[src/rtl/gtp_drp_arbiter.sv]
// Purpose : round-robin share of one GTP DRP port between two requesters (read, write, masked RMW).
// Latency : ready 1 cycle after grant edge; done 3 cycles (read/full write) or 5 cycles (RMW) with 1-cycle drp_rdy.
// Backpr. : requesters hold reqN_valid until reqN_ready; a missing drp_rdy aborts after TIMEOUT_CYCLES.
// Ports   : clock/reset; req0_*/req1_* request + response; drp_* to transceiver DRP pins; busy = not IDLE.
module gtp_drp_arbiter #(
   parameter int ADDR_WIDTH     = 9,
   parameter int DATA_WIDTH     = 16,
   parameter int TIMEOUT_CYCLES = 64
) (
   input  logic                  clock,
   input  logic                  reset,
   input  logic                  req0_valid,
   input  logic                  req0_write,
   input  logic [ADDR_WIDTH-1:0] req0_addr,
   input  logic [DATA_WIDTH-1:0] req0_wdata,
   input  logic [DATA_WIDTH-1:0] req0_mask,
   output logic                  req0_ready,
   output logic                  req0_done,
   output logic [DATA_WIDTH-1:0] req0_rdata,
   output logic                  req0_timeout,
   input  logic                  req1_valid,
   input  logic                  req1_write,
   input  logic [ADDR_WIDTH-1:0] req1_addr,
   input  logic [DATA_WIDTH-1:0] req1_wdata,
   input  logic [DATA_WIDTH-1:0] req1_mask,
   output logic                  req1_ready,
   output logic                  req1_done,
   output logic [DATA_WIDTH-1:0] req1_rdata,
   output logic                  req1_timeout,
   output logic                  drp_en,
   output logic                  drp_we,
   output logic [ADDR_WIDTH-1:0] drp_addr,
   output logic [DATA_WIDTH-1:0] drp_di,
   input  logic [DATA_WIDTH-1:0] drp_do,
   input  logic                  drp_rdy,
   output logic                  busy
);

   typedef enum logic [1:0] {IDLE, RD_WAIT, WR_WAIT, DONE} state_t;

   // Counter compares against the last wait cycle so the abort lands on the TIMEOUT_CYCLES-th cycle.
   localparam logic [7:0] TMO_LAST = 8'(TIMEOUT_CYCLES - 1);

   state_t                state;
   logic                  gnt_id;
   logic                  last_id;
   logic                  op_rmw;
   logic [DATA_WIDTH-1:0] wdata_q;
   logic [DATA_WIDTH-1:0] mask_q;
   logic [DATA_WIDTH-1:0] old_q;
   logic [7:0]            tmo_cnt;

   logic                  sel_id;
   logic                  sel_write;
   logic [ADDR_WIDTH-1:0] sel_addr;
   logic [DATA_WIDTH-1:0] sel_wdata;
   logic [DATA_WIDTH-1:0] sel_mask;
   logic [DATA_WIDTH-1:0] rmw_data;
   logic                  tmo_hit;
   logic                  fin;
   logic                  fin_tmo;
   logic [DATA_WIDTH-1:0] fin_rdata;

   // Contention goes to whoever was not served last; a lone request always wins.
   always_comb begin
      if (req0_valid && req1_valid) sel_id = ~last_id;
      else                          sel_id = req1_valid;
      sel_write = sel_id ? req1_write : req0_write;
      sel_addr  = sel_id ? req1_addr  : req0_addr;
      sel_wdata = sel_id ? req1_wdata : req0_wdata;
      sel_mask  = sel_id ? req1_mask  : req0_mask;
   end

   assign rmw_data = (drp_do & ~mask_q) | (wdata_q & mask_q);
   assign tmo_hit  = (tmo_cnt == TMO_LAST);
   assign busy     = (state != IDLE);

   // Completion of the current operation; rdata is zero on abort and for full writes.
   always_comb begin
      fin       = 1'b0;
      fin_tmo   = 1'b0;
      fin_rdata = '0;
      case (state)
         RD_WAIT: begin
            if (drp_rdy) begin
               fin       = ~op_rmw;
               fin_rdata = drp_do;
            end else if (tmo_hit) begin
               fin     = 1'b1;
               fin_tmo = 1'b1;
            end
         end
         WR_WAIT: begin
            if (drp_rdy) begin
               fin       = 1'b1;
               fin_rdata = op_rmw ? old_q : '0;
            end else if (tmo_hit) begin
               fin     = 1'b1;
               fin_tmo = 1'b1;
            end
         end
         default: ;
      endcase
   end

   always_ff @(posedge clock or posedge reset) begin
      if (reset) begin
         state        <= IDLE;
         gnt_id       <= 1'b0;
         last_id      <= 1'b1;   // req0 wins the first contention
         op_rmw       <= 1'b0;
         wdata_q      <= '0;
         mask_q       <= '0;
         old_q        <= '0;
         tmo_cnt      <= '0;
         req0_ready   <= 1'b0;
         req0_done    <= 1'b0;
         req0_rdata   <= '0;
         req0_timeout <= 1'b0;
         req1_ready   <= 1'b0;
         req1_done    <= 1'b0;
         req1_rdata   <= '0;
         req1_timeout <= 1'b0;
         drp_en       <= 1'b0;
         drp_we       <= 1'b0;
         drp_addr     <= '0;
         drp_di       <= '0;
      end else begin
         req0_ready <= 1'b0;
         req1_ready <= 1'b0;
         req0_done  <= 1'b0;
         req1_done  <= 1'b0;
         drp_en     <= 1'b0;
         drp_we     <= 1'b0;

         case (state)
            IDLE: begin
               if (req0_valid || req1_valid) begin
                  gnt_id     <= sel_id;
                  wdata_q    <= sel_wdata;
                  mask_q     <= sel_mask;
                  tmo_cnt    <= '0;
                  req0_ready <= ~sel_id;
                  req1_ready <= sel_id;
                  drp_en     <= 1'b1;
                  drp_addr   <= sel_addr;
                  // Only an all-ones mask skips the read; any partial (even empty) mask is RMW.
                  if (sel_write && (&sel_mask)) begin
                     drp_we <= 1'b1;
                     drp_di <= sel_wdata;
                     op_rmw <= 1'b0;
                     state  <= WR_WAIT;
                  end else begin
                     op_rmw <= sel_write;
                     state  <= RD_WAIT;
                  end
               end
            end
            RD_WAIT: begin
               if (drp_rdy) begin
                  old_q <= drp_do;
                  if (op_rmw) begin
                     // Write-back reuses drp_addr, which still holds the read address.
                     drp_en  <= 1'b1;
                     drp_we  <= 1'b1;
                     drp_di  <= rmw_data;
                     tmo_cnt <= '0;
                     state   <= WR_WAIT;
                  end else begin
                     state <= DONE;
                  end
               end else if (tmo_hit) begin
                  state <= DONE;
               end else begin
                  tmo_cnt <= tmo_cnt + 8'd1;
               end
            end
            WR_WAIT: begin
               if (drp_rdy || tmo_hit) state <= DONE;
               else                    tmo_cnt <= tmo_cnt + 8'd1;
            end
            DONE: begin
               last_id <= gnt_id;
               state   <= IDLE;
            end
            default: state <= IDLE;
         endcase

         if (fin) begin
            if (gnt_id) begin
               req1_done    <= 1'b1;
               req1_rdata   <= fin_rdata;
               req1_timeout <= fin_tmo;
            end else begin
               req0_done    <= 1'b1;
               req0_rdata   <= fin_rdata;
               req0_timeout <= fin_tmo;
            end
         end
      end
   end

endmodule

[config.mk]
export PLATFORM = sky130hd
export DESIGN_NAME = gtp_drp_arbiter
export DESIGN_NICKNAME = d
export VERILOG_FILES = /design/src/rtl/gtp_drp_arbiter.sv
export SDC_FILE = /design/constraint.sdc
export NUM_CORES = 1
export LEC_CHECK = 0
export ABC_AREA = 1
export ABC_CLOCK_PERIOD_IN_PS = 4200
export BUFFER_PORTS_ARGS = -buffer_cell sky130_fd_sc_hd__buf_4
export CORE_MARGIN = 2
export CORE_UTILIZATION = 52
export DETAILED_ROUTE_END_ITERATION = 16
export GPL_TIMING_DRIVEN = 0
export MAX_ROUTING_LAYER = met4
export PLACE_DENSITY = 0.8
export SYNTH_ARGS = -nofsm -noshare
export SYNTH_HDL_FRONTEND = slang
export SYNTH_SLANG_ARGS = --single-unit
[constraint.sdc]
create_clock -name clock -period 4.2 [get_ports clock]
set_input_delay 0.21 -clock clock [delete_from_list [all_inputs] [get_ports clock]]
set_output_delay 0.21 -clock clock [all_outputs]
set_load 0.005 [all_outputs]
==> impl_results.md, run 1 <==
- Worst path bufs/invs: 4
- Delay-heaviest family, CP: buffers and inverters
- Area Overhead vs Synth: 35.44%
- Req. time, crit path: between 4000 and 5000 ps
- Cell variety after synth: 30
- Cell area after synthesis: ~6000 um^2
- Placer Congestion: ~0.9
- FILL cells: ~850
- RSZ-0062 raised after global routing: false
- Crit share post-route: about 60%
- Design Power: 0.005584 W
- Clock sink count: ~130
- Post-DP HPWL: between 10,000 and 15,000 um
- Final wirelength: 16,640 um
- Global-route wire length before repair: approximately 27,000 um
- Mapped Nets: 821
- Critical Path, Cell by Cell: inv_1 > ha_1 > clkbuf_1 > inv_1 > o21ai_0 > a21boi_2 > nand3_2 > clkbuf_1 > nand2_1 > o21ai_0
- Most area-hungry cell type in the Yosys netlist: dfrtp_1
- Final Slew Violations: 0
- Hold Crit Class: in -> reg
- Arrival @ worst endpoint: roughly 2700 ps
- R2R setup slack: between 1500 and 2000 ps
- H-tree Lvls: 4
- Final Hold Fails: 0
- CTS tree: done
- Core area: roughly 11,000 um^2
- Clock slew at reported path FFs: ~50 ps
- Mapped Avg Cell Area: 8.429 um^2
- Total track usage: 28.26%
- Seq/Total Area, Yosys: a little over half
- Post-CTS Resized: 0
- Port Buffers: about 170
- Most frequent cells in the layout: nand2_1 (211), buf_4 (173), o21ai_0 (145)
- Clk_lat worst skew: between 400 and 500 ps
- Largest net degree at the start of global routing: between 80 and 90
- Critical path launch point type: flip-flop
- Final setup margin: 1727 ps
- Slew HR: about 65%
- Detail-routed net length per standard cell: 15.76 um
- Non-Filler Instances: between 1,000 and 1,500
- Placed Instance Area: around 7500 um^2
- Fin nets: between 1,000 and 1,500
- Initial antenna violation count: 0
- Synthesized flop and latch total: around 130
- Period minus WS final: 2473 ps
- Detailed Route Iter0 Violations: 486
- DIE HEIGHT: around 110 um
- Io pins: roughly 170
- Final setup viols: 0
- Via density: 5.379
- Setup WS pre-CTS: ~1800 ps
- Clk_skew: about 6.1 ps
- Reg area: about 3200 um^2
- Yosys top cell area share: 52.27%
- Worst setup EP type: flip-flop
- CP Max Fanout: 10
- Worst path max stage delay: between 400 and 500 ps
- Die Footprint: 12,380 um^2
- Rows: 39
- Vias in the first global route: 5,647
- Routed via count: ~5,700
- Initial Util: between 50% and 60%
- WS Path Type: reg -> reg
- Fmax: 0.4043 GHz
- Clock buffer depth: 2
- Synth Warn #: 0
- Post-synth EDFFs: 0
- Leakage: between 4 and 5 nW
- Max cap viols: 0
- Diode count: 0
- Total grt overflow: 0
- Drt drc: 0
- Cell Pwr Density: around 690 nW/um^2
- Clock root buffer master: clkbuf_16
- Cell count after synthesis: 710
- DIE WIDTH: approximately 110 um
- DP Cell Count: approximately 1,000
- Num CTS Buffers: 17
- Setup TNS: 0 ps
- Area of the multi-input gates: 2425 um^2
- Primary FF master, synth: dfrtp_1
- Post-route cell area: around 8000 um^2
- Synth area leaders: dfrtp_1 (52%), nand2_1 (13%), o21ai_0 (12%)
- DR pass1 iterations: 5
- Post-synth ARST share: between 90% and 100%
- Most common cell after layout, fill and taps aside: nand2_1
- Remaining antenna violation count: 0
- CP max stage cell: dfrtp_1
- Max VDD drop: ~0.35 mV
- Layout cells sized above 1: 24.75%
- Worst-Margin Slew: 528.1 ps
- Status: complete, no violations
stage by stage:
step / hold WS (ps) / util (%)
after floorplan: 370.9 / -
final: 82.82 / 71.60
after global routing: 81.55 / 71.60
after detailed placement: 233.6 / 65.94
after global placement: 458.5 / 65.65
after CTS: 67.67 / 71.60
routing by layer:
metal  GRT usage, %  up-vias  part of all wire, %
met5              -        -                    0
met4          12.51        0                  2.3
met3          6.124       27                  7.1
met2          44.19      256                   49
met1          35.74     2689                   41
li1               -     2708                    -
registers in the layout, indices dropped and copies added, names as in the netlist, 2 cells and up:
signal      count
drp_di         16
mask_q         16
old_q          16
req0_rdata     16
req1_rdata     16
wdata_q        16
drp_addr        9
tmo_cnt         8
state           2
Yosys cell counts, types with 2 or more instances:
library cell  instances
inv_1                57
nand3_1              21
buf_2                 3
nor2_2                2
buf_4                 4
nand3b_1             13
clkbuf_1             27
dfrtp_1             125
a21oi_1               5
o21ai_0             145
nand3_2               3
o21a_1                2
buf_6                 3
ha_1                  6
a32oi_1              16
nand2_4               4
inv_2                 3
mux2i_1              17
nand2_1             211
nor2_1               33
cells by family (layout without fill, tap and decap cells):
family | Yosys count | after routing | synth area share, %
AO/OA/AOI/OAI | 173 | 173 | 15.78
XOR/XNOR | 2 | 2 | 0.2928
adder cells (fa/ha/maj) | 6 | 6 | 1.254
buffers and inverters | 97 | 300 | 6.774
flip-flops | 126 | 126 | 52.71
multiplexers | 17 | 17 | 2.843
AND/OR/NAND/NOR | 289 | 289 | 20.34
final timing paths:
check,depth (start not counted),from,end
setup / recovery,10,state[0],req0_timeout
hold / removal,3,req0_addr[2],drp_addr[2]
setup reg to reg,10,state[0],req0_timeout
hold reg to reg,2,drp_di[10],drp_di[10]
max in group asynchronous,4,reset,last_id
min in group asynchronous,3,reset,req0_done
repair_timing:
item	4_1_cts	5_1_grt
hold buffers	1	0
hold endpoints to repair	39	0
buffers inserted	0	0
power breakdown:
| part | leakage (nW) | internal (W) | total (W) | switching, W |
|---|---|---|---|---|
| logic | 2.25 | 0.000829 | 0.00202 | 0.00119 |
| registers | 1.62 | 0.00170 | 0.00201 | 0.000309 |
| clock network | 0.300 | 0.00101 | 0.00155 | 0.000543 |
worst reg2reg max path: cells and delay by family (launching register included):
family | cells | cell delay (ps)
adders and majority gates | 1 | 140
and+or+nand+nor | 2 | 340
DFF | 1 | 420
AOI/OAI and AO/OA | 3 | 570
buffers and inverters | 4 | 860
area by class of cell:
cell class / instances / area share (%)
tap: 143 / 2.207
sequential: 126 / 38.92
multi-input combinational: 487 / 29.92
buffer: 37 / 2.223
clock buffer: 19 / 5.465
inverter: 60 / 2.840
timing repair buffer: 171 / 16.12
clock inverter: 13 / 2.316
Power figures use the tool's default switching activity.
==> inputs of run 2 (changes only) <==
--- a/config.mk
+++ b/config.mk
@@ -6,14 +6,14 @@
 export NUM_CORES = 1
 export LEC_CHECK = 0
 export ABC_AREA = 1
-export ABC_CLOCK_PERIOD_IN_PS = 4200
+export ABC_CLOCK_PERIOD_IN_PS = 2270
 export BUFFER_PORTS_ARGS = -buffer_cell sky130_fd_sc_hd__buf_4
 export CORE_MARGIN = 2
-export CORE_UTILIZATION = 52
+export CORE_UTILIZATION = 47
 export DETAILED_ROUTE_END_ITERATION = 16
 export GPL_TIMING_DRIVEN = 0
 export MAX_ROUTING_LAYER = met4
-export PLACE_DENSITY = 0.8
+export PLACE_DENSITY = 0.76
 export SYNTH_ARGS = -nofsm -noshare
 export SYNTH_HDL_FRONTEND = slang
 export SYNTH_SLANG_ARGS = --single-unit
==> constraint.sdc (replaced) <==
create_clock -name clock -period 2.27 [get_ports clock]
set_input_delay 0.1135 -clock clock [delete_from_list [all_inputs] [get_ports clock]]
set_output_delay 0.1135 -clock clock [all_outputs]
set_load 0.005 [all_outputs]
==> run 2 against run 1 <==
Worst hold slack got worse by 84 ps. Critical path depth is the same. Worst setup slack worse by 1600 ps. Combinational power rose by 87%. Highest routed layer unchanged. Largest power group unchanged. Critical path type unchanged. Utilization shrank 6.0 points. Sequential cell count unchanged. Die area increased by 10%. Clock power rose by 65%. The run now ends with negative hold slack left. Final area grew 1.3%.
==> impl_results.md, run 2 (same netlist as run 1, synthesis figures left out) <==
- Status: finished, violations left
- Failing checks: negative hold slack
- Worst Setup SP: state[1]
- Diode count: 0 (unchanged)
- Final Slew Violations: 0 (unchanged)
- Max VDD drop: 0.6515 mV (+89%)
- Clock root buffer master: clkbuf_16
- RR Endpoint: req1_rdata[2]
- Hold Crit Class: in -> reg
- Clock power frac: 25.5% (-2.3 points)
- Clk_skew: 7.101 ps (+0.9830 ps)
- Reg area: 3154 um^2 (unchanged)
- Detail-routed net length per standard cell: 14.91 um (-5.4%)
- Clock slew at reported path FFs: 50 ps (about the same)
- CP max stage cell: dfrtp_1
- Clk_lat worst skew: 410 ps (about the same)
- Clock buffer depth: 2 (unchanged)
- Post-DP HPWL: 12,190 um (-2.6%)
- Area of the multi-input gates: 2432 um^2 (+0.31%)
- Slew HR: 53.70% (-11 points)
- Setup WS pre-CTS: -100.1 ps (-1889 ps)
- Crit share post-route: 95.20% (+36 points)
- Initial antenna violation count: 0 (unchanged)
- Area Overhead vs Synth: 37.24%
- Num CTS Buffers: 17 (unchanged)
- CP endpoint: req1_rdata[2]
- CP Max Fanout: 10 (unchanged)
- Worst r2r src: state[1]
- Switching Share: 36.27% (-0.36 points)
- Layout cells sized above 1: 26.06% (+1.3 points)
- Rows: 41 (+5.1%)
- P_int: 0.006377 W (+80%)
- R2R setup slack: 110 ps (-1620 ps)
- Remaining antenna violation count: 0 (unchanged)
- Fmax: 0.4628 GHz (+14%)
- Cell Pwr Density: 1218 nW/um^2 (+77%)
- Worst-Margin Slew: 693.1 ps (+165.0 ps)
- Req. time, crit path: 2560 ps (-1900 ps)
- Most common cell after layout, fill and taps aside: nand2_1
- Global-route wire length before repair: 26,180 um (-3.3%)
- Detailed Route Iter0 Violations: 482 (-0.82%)
- Final setup margin: 109.0 ps (-1618 ps)
- Worst path max stage delay: 420 ps (about the same)
- Initial Util: 47.81% (-5.1 points)
- Critical path launch point type: flip-flop
- Combinational share of power: 37.7% (+1.5 points)
- Via density: 5.116 (-4.9%)
- RSZ-0062 raised after global routing: true
- Drt drc: 0 (unchanged)
- Routed via count: 5,592 (-1.5%)
- Core area: 12,520 um^2 (+11%)
- Critical Path, Cell by Cell: inv_1 > ha_1 > buf_2 > inv_1 > o21ai_1 > a21boi_2 > nand3_2 > clkbuf_4 > nand2_1 > o21ai_1
- Worst setup EP type: flip-flop
- Final setup viols: 0 (unchanged)
- Final wirelength: 16,300 um (-2.1%)
- Worst hold margin: -1.013 ps (-83.83 ps)
- Placer Congestion: 0.8338 (-5.8%)
- Vias in the first global route: 5,309 (-6.0%)
- Io pins: 171 (unchanged)
- Largest net degree at the start of global routing: 39 (-56%)
- Total track usage: 25.91% (-2.3 points)
- Period minus WS final: 2161 ps (-312.3 ps)
- Clock sink count: 126 (unchanged)
- Reg2Reg Depth: 10 (unchanged)
- H-tree Lvls: 4 (unchanged)
- P_sw: 0.003629 W (+77%)
- DIE HEIGHT: 116.8 um (+5.0%)
- Max cap viols: 0 (unchanged)
- Total grt overflow: 0 (unchanged)
- Arrival @ worst endpoint: 2450 ps (-290 ps)
- Non-Filler Instances: 1,093 (+3.5%)
- Setup TNS: 0 ps (unchanged)
- Die Footprint: 13,650 um^2 (+10%)
- Port Buffers: 169 (unchanged)
- DR pass1 iterations: 5 (unchanged)
- Post-layout util: 65.61% (-6.0 points)
- FILL cells: 1,104 (+30%)
- CTS tree: done
- Register share of total power: 36.8% (+0.8 points)
- Final Hold Fails: 3 (+3)
- DP Cell Count: 1,054 (+3.0%)
- DIE WIDTH: 116.8 um (+5.0%)
- Leakage: 4.218 nW (+1.2%)
- Fin nets: 1,022 (+1.1%)
- Most frequent cells in the layout: nand2_1 (210), buf_4 (175), o21ai_0 (143)
- WS Path Type: reg -> reg
-- run 2: cell count changes in the layout (fill, tap and decap cells not counted), moves of 2 or more --
cell / delta
buf_12: +3
clkbuf_4: +2
dlygate4sd3_1: +8
bufinv_16: -2
clkinv_2: +3
buf_2: +4
buf_4: +2
o21ai_0: -2
o21ai_1: +2
inv_6: -3
clkbuf_1: -11
clkbuf_2: +5
clkinv_4: -2
-- run 2: power groups by stage --
stage | Sequential (W) | Combinational [W] | Clock [W]
after floorplan | 0.00362 | 0.00218 | 0
after global placement | 0.00366 | 0.00360 | 0
after detailed placement | 0.00369 | 0.00369 | 0
after CTS | 0.00367 | 0.00373 | 0.00258
after global routing | 0.00378 | 0.00429 | 0.00268
final | 0.00368 | 0.00377 | 0.00256
-- run 2: layout make-up --
type                    count  share of cell area [%]
clock buffers              21                   5.606
inverters                  60                   2.788
flip-flops and latches    126                   38.41
well taps                 172                   2.620
clock inverters             8                   1.127
plain buffers              36                   2.377
repair buffers            183                   17.46
multi-input cells         487                   29.62
-- run 2: how the worst min path moves through the flow --
stage | depth (start not counted) | to | from
floorplan | 2 | old_q[0] | drp_do[0]
global placement | 3 | drp_addr[2] | req0_addr[2]
detailed placement | 2 | req0_rdata[13] | reset
CTS | 3 | drp_addr[4] | req0_addr[4]
global route | 3 | drp_addr[0] | req0_addr[0]
finish | 3 | drp_addr[4] | req0_addr[4]
-- run 2: metal layers --
metal	share of wire, %	routed length (um)	GRT usage (%)
met5	0	0	-
met4	2.7	442	11.53
met3	4.9	803	3.605
met2	47	7714	40.50
met1	45	7339	33.95
-- run 2: critical path: cells and delay by family (launching register included) --
family                   cells  cell delay [ps]
buffers and inverters        4              630
AO/OA/AOI/OAI                3              570
flip-flops                   1              420
AND/OR/NAND/NOR              2              280
adder cells (fa/ha/maj)      1              140
-- run 2: stage by stage --
step                total power, W  hold WS, ps  instance area (um^2)
CTS                       0.009981      0.06672                  8173
detailed placement        0.007380        250.9                  7532
global placement          0.007265        390.9                  7472
finish                     0.01001       -1.013                  8213
global route               0.01076        9.456                  8213
floorplan                 0.005799        274.4                  5988
-- run 2: what timing repair did --
item / 4_1_cts / 5_1_grt
hold buffers: 9 / 0
hold endpoints to repair: 39 / 0
setup endpoints to repair: 33 / 79
gates resized for setup: 2 / 32
setup buffers: 0 / 2
pin swaps: 0 / 0
==> inputs of run 3 (changes only) <==
--- a/config.mk
+++ b/config.mk
@@ -8,12 +8,14 @@
 export ABC_AREA = 1
 export ABC_CLOCK_PERIOD_IN_PS = 2270
 export BUFFER_PORTS_ARGS = -buffer_cell sky130_fd_sc_hd__buf_4
+export CELL_PAD_IN_SITES_DETAIL_PLACEMENT = 1
+export CELL_PAD_IN_SITES_GLOBAL_PLACEMENT = 2
 export CORE_MARGIN = 2
-export CORE_UTILIZATION = 47
+export CORE_UTILIZATION = 27
 export DETAILED_ROUTE_END_ITERATION = 16
 export GPL_TIMING_DRIVEN = 0
 export MAX_ROUTING_LAYER = met4
-export PLACE_DENSITY = 0.76
+export PLACE_DENSITY_LB_ADDON = 0.1
 export SYNTH_ARGS = -nofsm -noshare
 export SYNTH_HDL_FRONTEND = slang
 export SYNTH_SLANG_ARGS = --single-unit
==> run 3 against run 2 <==
The run now ends clean. Global-route usage is 7.6 points lower. Via count rose by 0.59%. Total power grew 6.2%. Non-clock buffer count increased by 3. Clock skew grew 2.5 ps. Worst hold slack gained 12 ps. Clock power rose by 12%. Sequential cell count unchanged. Wire length rose by 25%. First-iteration DRC count decreased by 65%. Critical path depth is 2 lower. Critical path type unchanged. Critical endpoint is now drp_di[12]. Largest cell class unchanged.
==> impl_results.md, run 3 (same netlist as run 1, synthesis figures left out) <==
- Status: complete, no violations
- P_int: 0.006597 W (+3.5%)
- Worst setup EP type: flip-flop
- Hold Crit Class: in -> reg
- Total grt overflow: 0 (unchanged)
- FILL cells: 2,618 (+140%)
- Worst r2r src: last_id
- Port Buffers: 169 (unchanged)
- Combinational share of power: 38.0% (+0.3 points)
- Largest net degree at the start of global routing: 37 (-5.1%)
- DIE HEIGHT: 152.9 um (+31%)
- Core area: 21,820 um^2 (+74%)
- Initial Util: 27.42% (-20 points)
- Period minus WS final: 2140 ps (-20.58 ps)
- CTS tree: done
- Post-DP HPWL: 15,920 um (+31%)
- Setup TNS: 0 ps (unchanged)
- Final Slew Violations: 0 (unchanged)
- Detail-routed net length per standard cell: 16.92 um (+13%)
- Die Footprint: 23,370 um^2 (+71%)
- Req. time, crit path: 2570 ps (about the same)
- Area Overhead vs Synth: 41.88%
- Clock buffer depth: 2 (unchanged)
- Area of the multi-input gates: 2474 um^2 (+1.7%)
- Most common cell after layout, fill and taps aside: nand2_1
- Clock power frac: 27.0% (+1.5 points)
- Reg area: 3154 um^2 (unchanged)
- WS Path Type: reg -> reg
- Clk_lat worst skew: 420 ps (about the same)
- Rows: 54 (+32%)
- DIE WIDTH: 152.9 um (+31%)
- Register share of total power: 34.9% (-1.9 points)
- Num CTS Buffers: 17 (unchanged)
- Drt drc: 0 (unchanged)
- Hold path startpoint: req0_addr[5]
- Cell Pwr Density: 1251 nW/um^2 (+2.7%)
- CP Max Fanout: 10 (unchanged)
- Reg2Reg Depth: 8 (-2)
- Crit share post-route: 94.29% (-0.91 points)
- Routed via count: 5,625 (+0.59%)
- Final Hold Fails: 0 (-3)
- Layout cells sized above 1: 27.18% (+1.1 points)
- Leakage: 4.254 nW (+0.86%)
- Total track usage: 18.28% (-7.6 points)
- Final setup margin: 129.6 ps (+20.58 ps)
- RR Endpoint: drp_di[12]
- Worst hold margin: 11.10 ps (+12.11 ps)
- WHS Path Cells: 3 (unchanged)
- Final setup viols: 0 (unchanged)
- Diode count: 0 (unchanged)
- Critical path launch point type: flip-flop
- Via density: 4.660 (-8.9%)
- Arrival @ worst endpoint: 2440 ps (about the same)
- Slew HR: 54.95% (+1.2 points)
- Clock sink count: 126 (unchanged)
- Vias in the first global route: 6,008 (+13%)
- Remaining antenna violation count: 0 (unchanged)
- Initial antenna violation count: 0 (unchanged)
- Fmax: 0.4672 GHz (+0.96%)
- Detailed Route Iter0 Violations: 167 (-65%)
- DR pass1 iterations: 4 (-1)
- Most frequent cells in the layout: nand2_1 (209), buf_4 (181), o21ai_0 (144)
- Global-route wire length before repair: 32,520 um (+24%)
- H-tree Lvls: 4 (unchanged)
- R2R setup slack: 130 ps (+20 ps)
- Hold Path End: drp_addr[5]
- Placer Congestion: 0.7790 (-6.6%)
- Clock root buffer master: clkbuf_16
- Switching Share: 37.91% (+1.6 points)
- Final wirelength: 20,420 um (+25%)
- Max VDD drop: 0.5495 mV (-16%)
- Setup WS pre-CTS: -252.8 ps (-152.8 ps)
- Worst-Margin Slew: 674.4 ps (-18.69 ps)
- Fin nets: 1,025 (+0.29%)
- P_sw: 0.004028 W (+11%)
- Io pins: 171 (unchanged)
- Clk_skew: 9.646 ps (+2.545 ps)
- Clock slew at reported path FFs: 60 ps (about the same)
- Max cap viols: 0 (unchanged)
run 3: changes by cell type in the layout (fill, tap and decap cells not counted), sizes merged:
cell	delta
buf	+5
clkbuf	-5
inv	+4
clkinvlp	+2
bufinv	+1
clkinv	-1
run 3: critical path, stage by stage, from the launching register on:
cell and delay (ps):
dfstp_2 570, nand2_4 90, nand2_4 120, buf_4 250
buf_4 270, mux2i_2 320, o21ai_0 190, nand3_1 140
nand2_1 60
run 3: power by group through the flow:
stage,Clock [W],Combinational (W),Sequential [W]
floorplan,0,0.00218,0.00362
global placement,0,0.00377,0.00370
detailed placement,0,0.00390,0.00374
CTS,0.00293,0.00397,0.00371
global route,0.00306,0.00459,0.00382
finish,0.00287,0.00404,0.00371
run 3: what timing repair did:
action                                  4_1_cts  5_1_grt
pin swaps                                     0        2
hold buffers                                  9        0
endpoints found under the setup margin       86       86
gates resized for setup                      17       20
hold endpoints to repair                     38        0
setup buffers                                 0        5
run 3: worst max-delay path by stage:
stage | from | to | cells past startpoint
2_1_floorplan | state[0] | req0_rdata[7] | 10
3_3_place_gp | reset | drp_di[5] | 2
3_5_place_dp | state[0] | req0_rdata[6] | 10
4_1_cts | state[1] | req1_rdata[2] | 10
5_1_grt | tmo_cnt[0] | req0_rdata[6] | 8
6_report | last_id | drp_di[12] | 8
run 3: stage by stage:
stage,area [um^2],instances,utilization [%],power [W]
after floorplan,5988,710,-,0.005799
after global placement,7607,1159,34.86,0.007474
after detailed placement,7667,1162,35.13,0.007645
after CTS,8403,1202,38.50,0.01061
after global routing,8491,1207,38.91,0.01147
final,8491,1207,38.91,0.01063
run 3: cell type report:
class	count	area share, %
Clock inverter	14	2.151
Sequential cell	126	37.15
Buffer	36	2.358
Timing Repair Buffer	186	17.15
Multi-Input combinational cell	487	29.13
Inverter	60	2.756
Tap cell	280	4.126
Clock buffer	18	5.172
run 3: metal layers:
| metal | global-route usage, % | vias to the layer above | wire [um] |
|---|---|---|---|
| li1 | - | 2745 | - |
| met1 | 22.73 | 2734 | 9323 |
| met2 | 30.07 | 125 | 9976 |
| met3 | 2.892 | 21 | 668 |
| met4 | 6.966 | 0 | 454 |
| met5 | - | - | 0 |
